[config.mk]
export PLATFORM = sky130hd
export DESIGN_NAME = issue_scoreboard
export DESIGN_NICKNAME = d
export VERILOG_FILES = /design/src/rtl/issue_scoreboard.sv
export SDC_FILE = /design/constraint.sdc
export NUM_CORES = 1
export LEC_CHECK = 0
export BUFFER_PORTS_ARGS = -buffer_cell sky130_fd_sc_hd__buf_2
export CORE_MARGIN = 1.5
export CORE_UTILIZATION = 40
export CTS_CLUSTER_SIZE = 40
export DETAILED_ROUTE_END_ITERATION = 7
export HOLD_SLACK_MARGIN = 0.05
export PLACE_DENSITY = 0.59
export SLEW_MARGIN = 20
export SYNTH_ARGS = -nofsm -noshare
export SYNTH_HDL_FRONTEND = slang
export SYNTH_SLANG_ARGS = --single-unit
[constraint.sdc]
create_clock -name clk -period 26.9 [get_ports clk]
set_input_delay 5.38 -clock clk [delete_from_list [all_inputs] [get_ports clk]]
set_output_delay 5.38 -clock clk [all_outputs]
set_load 0.01 [all_outputs]
[src/rtl/issue_scoreboard.sv]
// issue_scoreboard: per-register scoreboard for long-latency writes, in-order
// prefix issue of a decode bundle, and drain-then-execute serialisation of
// CP0/TLB-class instructions.
module issue_scoreboard #(
   parameter  int IW    = 2,
   parameter  int NREG  = 34,
   parameter  int WBP   = 2,
   parameter  int CNT_W = 2,
   localparam int RW    = $clog2(NREG),
   localparam int TOT_W = CNT_W + RW
) (
   input  logic               clk,
   input  logic               reset,
   input  logic               pipe_stall,
   input  logic               flush,
   input  logic [IW-1:0]      issue_valid,
   input  logic [IW*RW-1:0]   issue_src_a,
   input  logic [IW*RW-1:0]   issue_src_b,
   input  logic [IW-1:0]      issue_use_a,
   input  logic [IW-1:0]      issue_use_b,
   input  logic [IW-1:0]      issue_wen,
   input  logic [IW*RW-1:0]   issue_dst,
   input  logic [IW-1:0]      issue_long,
   input  logic [IW-1:0]      issue_serial,
   input  logic [WBP-1:0]     wb_valid,
   input  logic [WBP*RW-1:0]  wb_dst,
   input  logic               serial_done,
   output logic [IW-1:0]      issue_grant,
   output logic               stall,
   output logic [TOT_W-1:0]   inflight,
   output logic               serial_busy,
   output logic               underflow_err
);

   localparam int               NIDX   = 1 << RW;
   localparam logic [TOT_W-1:0] ONE    = TOT_W'(1);
   localparam logic [TOT_W-1:0] MAXP   = TOT_W'((1 << CNT_W) - 1);
   localparam logic [RW:0]      NREG_L = (RW+1)'(NREG);

   typedef enum logic {RUN, SERIAL} state_t;

   state_t           state_q;
   logic [CNT_W-1:0] cnt_q [NREG];
   logic [CNT_W-1:0] cnt_d [NREG];
   logic [TOT_W-1:0] inflight_q, inflight_d;
   logic             underflow_q, underflow_d;

   logic [TOT_W-1:0] hits [NREG];
   logic [TOT_W-1:0] dec  [NREG];
   logic [TOT_W-1:0] inc  [NREG];
   logic [TOT_W-1:0] eff  [NIDX];
   logic [TOT_W-1:0] decTotal, incTotal, effInflight;
   logic             anyUnderflow;

   logic [IW-1:0]    grant;
   logic             blockAll, prevOk, slotOk;
   logic [RW-1:0]    srcA, srcB, dstI, dstJ;
   logic [TOT_W-1:0] pend;

   // Only real registers 1..NREG-1 are scoreboarded; r0 and unused encodings are always ready.
   function automatic logic isTracked(input logic [RW-1:0] idx);
      return (idx != '0) && ({1'b0, idx} < NREG_L);
   endfunction

   // Writeback bypass: fold this cycle's completions into an effective count per register.
   // A completion to a zero counter is an underflow and removes nothing.
   always_comb begin
      decTotal     = '0;
      anyUnderflow = 1'b0;
      for (int r = 0; r < NIDX; r++) begin
         eff[r] = '0;
      end
      for (int r = 0; r < NREG; r++) begin
         hits[r] = '0;
         dec[r]  = '0;
         if (r != 0) begin
            for (int p = 0; p < WBP; p++) begin
               if (wb_valid[p] && (wb_dst[p*RW +: RW] == RW'(r))) begin
                  hits[r] = hits[r] + ONE;
               end
            end
            if (hits[r] > TOT_W'(cnt_q[r])) begin
               dec[r]       = TOT_W'(cnt_q[r]);
               anyUnderflow = 1'b1;
            end else begin
               dec[r] = hits[r];
            end
            eff[r]   = TOT_W'(cnt_q[r]) - dec[r];
            decTotal = decTotal + dec[r];
         end
      end
      effInflight = (inflight_q > decTotal) ? (inflight_q - decTotal) : '0;
   end

   // Grant the longest in-order prefix of ready slots; a denied slot blocks all younger ones.
   always_comb begin
      blockAll = reset | pipe_stall | flush | (state_q == SERIAL);
      grant    = '0;
      prevOk   = ~blockAll;
      srcA     = '0;
      srcB     = '0;
      dstI     = '0;
      dstJ     = '0;
      pend     = '0;
      slotOk   = 1'b0;
      for (int i = 0; i < IW; i++) begin
         srcA   = issue_src_a[i*RW +: RW];
         srcB   = issue_src_b[i*RW +: RW];
         dstI   = issue_dst[i*RW +: RW];
         slotOk = prevOk & issue_valid[i];
         if (issue_use_a[i] && (srcA != '0) && (eff[srcA] != '0)) slotOk = 1'b0;
         if (issue_use_b[i] && (srcB != '0) && (eff[srcB] != '0)) slotOk = 1'b0;
         pend = '0;
         if (issue_wen[i] && issue_long[i] && isTracked(dstI)) pend = eff[dstI];
         for (int j = 0; j < i; j++) begin
            dstJ = issue_dst[j*RW +: RW];
            if (issue_wen[j] && (dstJ != '0)) begin
               if (issue_use_a[i] && (dstJ == srcA)) slotOk = 1'b0;
               if (issue_use_b[i] && (dstJ == srcB)) slotOk = 1'b0;
               if (issue_long[j] && issue_wen[i] && issue_long[i] && (dstJ == dstI)) pend = pend + ONE;
            end
         end
         if (issue_wen[i] && issue_long[i] && isTracked(dstI) && (pend >= MAXP)) slotOk = 1'b0;
         if (issue_serial[i] && ((i != 0) || (effInflight != '0))) slotOk = 1'b0;
         if ((i != 0) && issue_serial[0]) slotOk = 1'b0;
         grant[i] = slotOk;
         prevOk   = slotOk;
      end
   end

   // Next counter values: granted long writers add, bypassed completions subtract, net per register.
   always_comb begin
      incTotal = '0;
      for (int r = 0; r < NREG; r++) begin
         inc[r] = '0;
         if (r != 0) begin
            for (int i = 0; i < IW; i++) begin
               if (grant[i] && issue_wen[i] && issue_long[i] && (issue_dst[i*RW +: RW] == RW'(r))) begin
                  inc[r] = inc[r] + ONE;
               end
            end
         end
         cnt_d[r] = CNT_W'(TOT_W'(cnt_q[r]) - dec[r] + inc[r]);
         incTotal = incTotal + inc[r];
      end
      inflight_d  = inflight_q + incTotal - decTotal;
      underflow_d = underflow_q | anyUnderflow;
   end

   // Scoreboard state; flush leaves counters alone because killed ops still report completion.
   always_ff @(posedge clk) begin
      if (reset) begin
         for (int r = 0; r < NREG; r++) begin
            cnt_q[r] <= '0;
         end
         inflight_q  <= '0;
         underflow_q <= 1'b0;
      end else begin
         for (int r = 0; r < NREG; r++) begin
            cnt_q[r] <= cnt_d[r];
         end
         inflight_q  <= inflight_d;
         underflow_q <= underflow_d;
      end
   end

   // Serialisation FSM: park in SERIAL after a serial grant until it retires or is flushed.
   always_ff @(posedge clk) begin
      if (reset) begin
         state_q <= RUN;
      end else begin
         case (state_q)
            RUN:     if (grant[0] && issue_serial[0]) state_q <= SERIAL;
            SERIAL:  if (serial_done || flush)        state_q <= RUN;
            default: state_q <= RUN;
         endcase
      end
   end

   assign issue_grant   = grant;
   assign stall         = issue_valid[0] & ~grant[0];
   assign inflight      = inflight_q;
   assign serial_busy   = (state_q == SERIAL);
   assign underflow_err = underflow_q;

endmodule

# After elaboration in Yosys (flattened, before gate mapping)
# Memories as Yosys holds them, arrays and structs flattened.
# Cells that the tools add are included.
dict set report totals {
  reg_bits 10
  output_inout_bits 13
  latch_bits 0
  n_memories 1
  inputBits 67
  rom_bits 0
  wordCells 880
  ram_bits 68
}
dict set report op_classes {
  n_eq_ne 136
  shift 0
  reduce_logical 173
  n_mux 273
  order_cmp 44
  n_mul 0
  n_div 0
  bitwise 50
  addsub 200
}
# name words width read_ports rd_clocked_by_memory_dff write_ports line
set mem_list {}
lappend mem_list {cnt_q 34 2 33 0 34 43} ;# logic [CNT_W-1:0] cnt_q [NREG];
# cell n
set op_table {}
lappend op_table {{8-bit two-way mux} 116}
lappend op_table {{8-bit by 1-bit adder with 8-bit output (second input constant)} 67}
lappend op_table {{8-bit adder} 65}
lappend op_table {{6-bit by 5-bit == test with 1-bit output (second input constant)} 64}
lappend op_table {{8-bit binary-select mux with 6-bit select} 6}
lappend op_table {{8-bit by 2-bit greater-than comparator with 1-bit output} 33}
lappend op_table {{2-bit by 8-bit subtractor with 8-bit output} 33}
lappend op_table {{6-bit by 4-bit == test with 1-bit output (second input constant)} 32}
lappend op_table {{1-bit logical AND} 160}
lappend op_table {{1-bit two-way mux} 116}
lappend op_table {{6-bit by 3-bit == test with 1-bit output (second input constant)} 16}
lappend op_table {{2-bit two-way mux} 34}
lappend op_table {{2-bit adder} 33}
lappend op_table {{6-bit by 2-bit == test with 1-bit output (second input constant)} 8}
lappend op_table {{6-bit == test (second input constant)} 8}
lappend op_table {{7-bit >= comparator (second input constant)} 6}
lappend op_table {{6-bit inverter with 7-bit output} 6}
lappend op_table {{8-bit nonzero test} 5}
lappend op_table {{1-bit OR} 38}
lappend op_table {{6-bit nonzero test} 6}
lappend op_table {{6-bit by 1-bit == test with 1-bit output (second input constant)} 4}
lappend op_table {{6-bit == test} 3}
lappend op_table {{8-bit by 2-bit >= comparator with 1-bit output (second input constant)} 2}
lappend op_table {{8-bit subtractor} 2}
lappend op_table {{other kinds (8)} 13}

# Longest topological paths before layout
dict set report logic_depth {
  depth_word 91
  depth_mapped 67
  mapped_depth_nobuf 65
}

# Worst setup path after synthesis
# Ideal clock, no wire load.
dict set report synth_path {
  path_type {input -> register}
  startpoint {input port wb_dst[5]}
  endpoint {register inflight_q[7] (netlist: inflight[7])}
  arrival_time_ns 19.850
  slack_ns 6.923
  stages 57
  n_path_buf 1
  t_required_ns 26.772
  setup_ns 0.128
  path_cell_list {nor3b_1 nand3_1 nor2_1 ha_1 inv_1 ha_1 a22oi_1 a21oi_1 a221oi_1 fa_1 inv_1 fa_1 fa_1 fa_1 inv_1 fa_1 inv_1 fa_1 [... 21 more ...] fa_1 fa_1 fa_1 inv_1 fa_1 fa_1 inv_1 fa_1 inv_1 ha_1 a21o_1 a21oi_1 o21bai_1 a21oi_1 o21bai_1 a21oi_1 xnor2_1 nor2_1}
}
dict set report synth_between {
  elab_chain_cells 91
  word_cells_on_any_way 552
  cone_classes {add/sub: 167; order compare: 36; eq/ne: 33; mux: 200; bitwise: 1; reduce/logical: 115}
}
# element line
set synth_lines {}
lappend synth_lines {{from (decl)} 26} ;# input logic [WBP*RW-1:0] wb_dst,
lappend synth_lines {{6-bit by 1-bit == test with 1-bit output / 6-bit by 2-bit == test with 1-bit output (equally long branches)} 78} ;# if (wb_valid[p] && (wb_dst[p*RW +: RW] == RW'(r))) begin
lappend synth_lines {{1-bit logical AND} 78}
lappend synth_lines {{1-bit two-way mux} 78}
lappend synth_lines {{8-bit by 1-bit adder with 8-bit output} 79} ;# hits[r] = hits[r] + ONE;
lappend synth_lines {{8-bit two-way mux} 78}
lappend synth_lines {{8-bit by 2-bit greater-than comparator with 1-bit output} 82} ;# if (hits[r] > TOT_W'(cnt_q[r])) begin
lappend synth_lines {{8-bit two-way mux} 82}
lappend synth_lines {{8-bit adder (32 in a row)} 89} ;# decTotal = decTotal + dec[r];
lappend synth_lines {{[... 11 more ...]} --}
lappend synth_lines {{1-bit two-way mux} 123} ;# if (issue_wen[i] && issue_long[i] && isTracked(dstI) && (pend >= MAXP)) slotOk = 1'b0;
lappend synth_lines {{1-bit two-way mux} 124} ;# if (issue_serial[i] && ((i != 0) || (effInflight != '0))) slotOk = 1'b0;
lappend synth_lines {{1-bit two-way mux} 125} ;# if ((i != 0) && issue_serial[0]) slotOk = 1'b0;
lappend synth_lines {{1-bit logical AND (3 in a row)} 138} ;# if (grant[i] && issue_wen[i] && issue_long[i] && (issue_dst[i*RW +: RW] == RW'(r))) begin
lappend synth_lines {{8-bit two-way mux} 138}
lappend synth_lines {{8-bit adder (32 in a row)} 144} ;# incTotal = incTotal + inc[r];
lappend synth_lines {{8-bit adder} 146} ;# inflight_d = inflight_q + incTotal - decTotal;
lappend synth_lines {{8-bit subtractor (*)} 146}
lappend synth_lines {{to (signal assigned)} 162} ;# inflight_q <= inflight_d;
lappend synth_lines {{to (decl)} 45} ;# logic [TOT_W-1:0] inflight_q, inflight_d;
# Mark *: on every way between the ends. The rest lies on a longest branch, timed or not. The select of a mux whose other input is x is not followed.
# A chain may end at the register's enable or synchronous reset.

# Final worst setup path
# Same ends and word-level chain as after synthesis.

==> impl_summary.md <==
Setup path
The worst register-to-register path begins at cnt_q[0][23]. STA classifies the critical path startpoint as an input pin. The critical path is of the in2reg type. The delay contributed by the slowest stage of the critical path is 570 ps. The most common cell type on the critical path is sky130_fd_sc_hd__fa_1.

STA classifies the critical path endpoint as a register. The endpoint identified for the worst register-to-register timing path is inflight[7]. The arrival time reported for the critical path endpoint is approximately 22000 ps. The count of cells along the worst register-to-register path is 55. The source of the critical timing path is wb_dst[5]. The library cell contributing the largest single delay on the critical path is sky130_fd_sc_hd__fa_1. The setup slack of the worst register-to-register path is 10970 ps. Of all nets on the critical path, the largest fanout is between 60 and 70. The required arrival time at the worst endpoint is roughly 27000 ps.

Clocking
The TritonCTS clock tree is done. The cts-stage hold buffer count is 0. The clock reaches the later pin of the worst-skew pair after about 380 ps. The root buffer cell chosen for the clock tree is sky130_fd_sc_hd__clkbuf_16. The number of setup buffers added after CTS is 0. CTS saw 76 sinks.

No sink is reached through more buffers than the 2 on the longest clock path. The CTS H-tree depth is 3. After clock tree synthesis, the clock-pin slew on the worst setup and hold paths is 80 ps. Counting the buffers created by CTS gives 9. The number of gates resized after CTS was 0.

Logic synthesis
The xor and xnor fraction of the mapped netlist area is 4.55%. The top flip-flop cell by instance count after synthesis is sky130_fd_sc_hd__dfxtp_1. The post-synthesis cell area is 19200 sq um. The top cell type by area accounts for between 20% and 30% of the synthesized area.

The number of nets produced by synthesis is roughly 3000. The cell accounting for the most synthesized area is sky130_fd_sc_hd__ha_1. The proportion of synthesized area in mux cells is roughly 5.7%.

The fraction of the mapped netlist area in compound gates is 13.2%. Counting flops and latches in the post-synthesis netlist gives between 70 and 80. The mean post-synth cell area is approximately 8 sq um. In the synthesized netlist, the number of instances is about 2400.

After Yosys synthesis, and, or, nand and nor cells account for 17.8% of the synthesized area. After synthesis, the largest family of logic cells by area is adder cells. The most common cell in the synthesized netlist is sky130_fd_sc_hd__inv_1. The Yosys step of the flow raised 0 warnings.

In this run, distinct cell masters in the synthesized netlist total 75. By area the synthesized netlist is led by sky130_fd_sc_hd__ha_1, sky130_fd_sc_hd__fa_1, sky130_fd_sc_hd__inv_1, sky130_fd_sc_hd__dfxtp_1, sky130_fd_sc_hd__mux4_2. The adder and majority gate portion of the synthesized area is 38.8%. In this run, synthesis inferred 0 flip-flops with an integrated enable. After synthesis, the share of flip-flops with an asynchronous set or reset is 0%.

The proportion of synthesized chip area in sequential cells is ~8%. After synthesis, the most frequently instantiated cells are sky130_fd_sc_hd__inv_1, sky130_fd_sc_hd__ha_1, sky130_fd_sc_hd__nor2_1.

Routing
The number of search-and-repair iterations in the first detailed-routing pass is 6. The detail-routed via count per cell is roughly 5.9. Dividing the detail-routed wire length by the instance count gives ~25 um.

The starting DRC count in detailed routing is about 2000. After detailed routing, the number of remaining DRC violations is 0. Once detail routing completed, the nets flagged for antenna violations numbered 0. The final routed wirelength across all metal layers is roughly 76000 um. The final route contains roughly 18000 vias.

Timing
The setup total negative slack is 0 ps. The achievable clock frequency is approximately 46 MHz. In the finished design, the share of the clock period the worst path needs comes to between 80 and 90%. Setup violations remaining at the end of the flow were counted as 0.

The hold violation total from the final report was 0. The number of slew-limit violations in the final report is 0. In this run the tightest slew margin relative to its limit is a little under a third. Setup repair after global routing left no endpoint under its margin. The worst-margin pin slew is roughly 1000 ps. Subtracting the final worst setup slack from the clock period gives around 22000 ps. The worst hold margin is around 480 ps. The worst clock skew on the final layout is 13.2 ps.

Placed design
The placed wire-length estimate after detailed placement is about 65000 um. The number of placed instances, taps included, is 2996. Once placement finished, the instance area stood at 20000 sq um.

During placement, the flow inserted port buffers numbering 79. The placer's final routability congestion estimate is 1.02.

Finish
Measured on the finished design, the core utilization comes to a little over two fifths. The sequential cell area is 1520 sq um. The share of final-layout standard cells stronger than drive strength 1 is between 7 and 8%. The total non-filler cell area in the finished layout is ~20000 sq um. Counting the fill cells in the layout gives 4916. The area growth from synthesis to layout is 5.69%.

The finished layout holds 3014 standard cells, fillers aside. The multi-input logic area is roughly 15000 sq um. The number of nets in the finished design is 2975.

Global route
The number of global-route vias before repair is approximately 17000. The largest net degree at the start of global routing is 78. The first global-routing pass estimated about 110000 um of wire. The number of antenna violations at the first check in global routing is 3. The all-layer global routing usage is 30.7%. After global routing the overflow that remains totals 0.

Floorplan
The effective utilization at floorplan is between 40% and 50%. The number of placement rows is 80. The horizontal extent of the die is roughly 220 um. The floorplan step defined a die boundary enclosing a little under 50000 sq um. The vertical die dimension is around 220 um.

Pin placement for this block handled 80 I/O pins. The core box area is about 48000 sq um.

Pwr
Summed over all cells, the static leakage comes to 9.39 nW. Power spread over the standard cell area amounts to approximately 100 nW/um^2. Across the VDD grid, the largest voltage drop is around 160 uV.

Worst hold path
The worst hold path was traced through 2 stages. In this run the most critical hold path is launched from serial_busy. The worst hold path terminates at serial_busy. The worst hold path belongs to the class reg2reg.

Outcome
The flow ran to the end, and the final reports show no timing, DRC or antenna violations.

Job
The max-cap violation count is 0.
[cell families after synthesis]
kind of cell / count (synthesis)
AOI/OAI and AO/OA: 375
muxes: 59
adders and majority gates: 516
buffers and inverters: 589
DFF: 76
and+or+nand+nor: 670
xor gates and xnor gates: 100
[layer usage]
layer  track usage (%)  part of all wire [%]  vias up
met2              44.7                    41      970
li1                  -                     -     8079
met1              41.8                    42     8692
met3              8.71                    12      160
met5                 0                 0.016        -
met4              13.8                   4.5        2
[sequential cells by signal, indices dropped and copies added, names as in the netlist]
| signal | count |
|---|---|
| inflight | 8 |
| underflow_err | 1 |
| cnt_q | 66 |
| serial_busy | 1 |
[cell usage in the layout, fill, tap and decap left out, types with 7 or more instances in the layout]
cell type                   Yosys  final
sky130_fd_sc_hd__o21ai_0       73     73
sky130_fd_sc_hd__a211oi_1      37     37
sky130_fd_sc_hd__or2_2         11     11
sky130_fd_sc_hd__nor3_1        58     58
sky130_fd_sc_hd__xnor2_1       60     60
sky130_fd_sc_hd__o31ai_1       10     10
sky130_fd_sc_hd__nor2_1       211    211
sky130_fd_sc_hd__dfxtp_1       76     76
sky130_fd_sc_hd__nor4_1        75     75
sky130_fd_sc_hd__and2_1         7      7
sky130_fd_sc_hd__buf_2         18     80
sky130_fd_sc_hd__nand3_1       28     28
sky130_fd_sc_hd__mux2i_1       13     13
sky130_fd_sc_hd__o311ai_0       8      8
sky130_fd_sc_hd__a221oi_1      16     16
sky130_fd_sc_hd__o211ai_1       7      7
sky130_fd_sc_hd__nand4_1       15     15
sky130_fd_sc_hd__mux4_2        40     40
sky130_fd_sc_hd__o22ai_1       11     11
sky130_fd_sc_hd__a21o_1         8      8
sky130_fd_sc_hd__nor2b_1       72     72
sky130_fd_sc_hd__inv_1        493    493
sky130_fd_sc_hd__nand3b_1      13     13
sky130_fd_sc_hd__xor2_1        40     40
sky130_fd_sc_hd__a31oi_1       12     12
sky130_fd_sc_hd__buf_4          4     10
sky130_fd_sc_hd__ha_1         381    381
sky130_fd_sc_hd__a2111oi_0     16     16
sky130_fd_sc_hd__nand2_1      105    104
sky130_fd_sc_hd__a22oi_1       18     18
sky130_fd_sc_hd__nor3b_1       18     18
sky130_fd_sc_hd__clkbuf_16      0      9
sky130_fd_sc_hd__fa_1         135    135
sky130_fd_sc_hd__a21oi_1       93     93
sky130_fd_sc_hd__nand2b_1      24     24
sky130_fd_sc_hd__nor4_2         8      8
[critical path: cells and delay by family]
family | cells | cell delay (ps)
adder cells (fa/ha/maj) | 22 | 9850
AO/OA/AOI/OAI | 13 | 3030
AND/OR/NAND/NOR | 9 | 2060
buffers and inverters | 12 | 1070
XOR/XNOR | 3 | 630
[how the worst max path moves through the flow]
stage                  end  cells after the start
2_1_floorplan  inflight[7]                     57
3_3_place_gp   inflight[7]                     57
3_5_place_dp   inflight[7]                     57
4_1_cts        inflight[7]                     57
5_1_grt        inflight[7]                     62
6_report       inflight[7]                     59
[area by class of cell]
type / instances / share of cell area, %
antenna: 2 / 0.0246
clock buffer: 10 / 1.13
timing repair buffer: 90 / 2.34
tap: 615 / 3.78
multi-input combinational: 1720 / 75.8
sequential: 76 / 7.48
clock inverter: 6 / 0.351
inverter: 495 / 9.14
[power breakdown]
group	switching, mW	internal [mW]
clock network	0.0626	0.0729
registers	0.0234	0.135
logic	1.00	0.685
total	1.09	0.893
[through the flow]
stage / setup WS, ps / total power [mW]
detailed placement: 4550 / 1.84
CTS: 4910 / 1.99
floorplan: 6920 / 1.35
finish: 5040 / 1.98
global route: 3910 / 2.22
global placement: 4700 / 1.81
No activity file was read; power rests on OpenSTA's default activity.
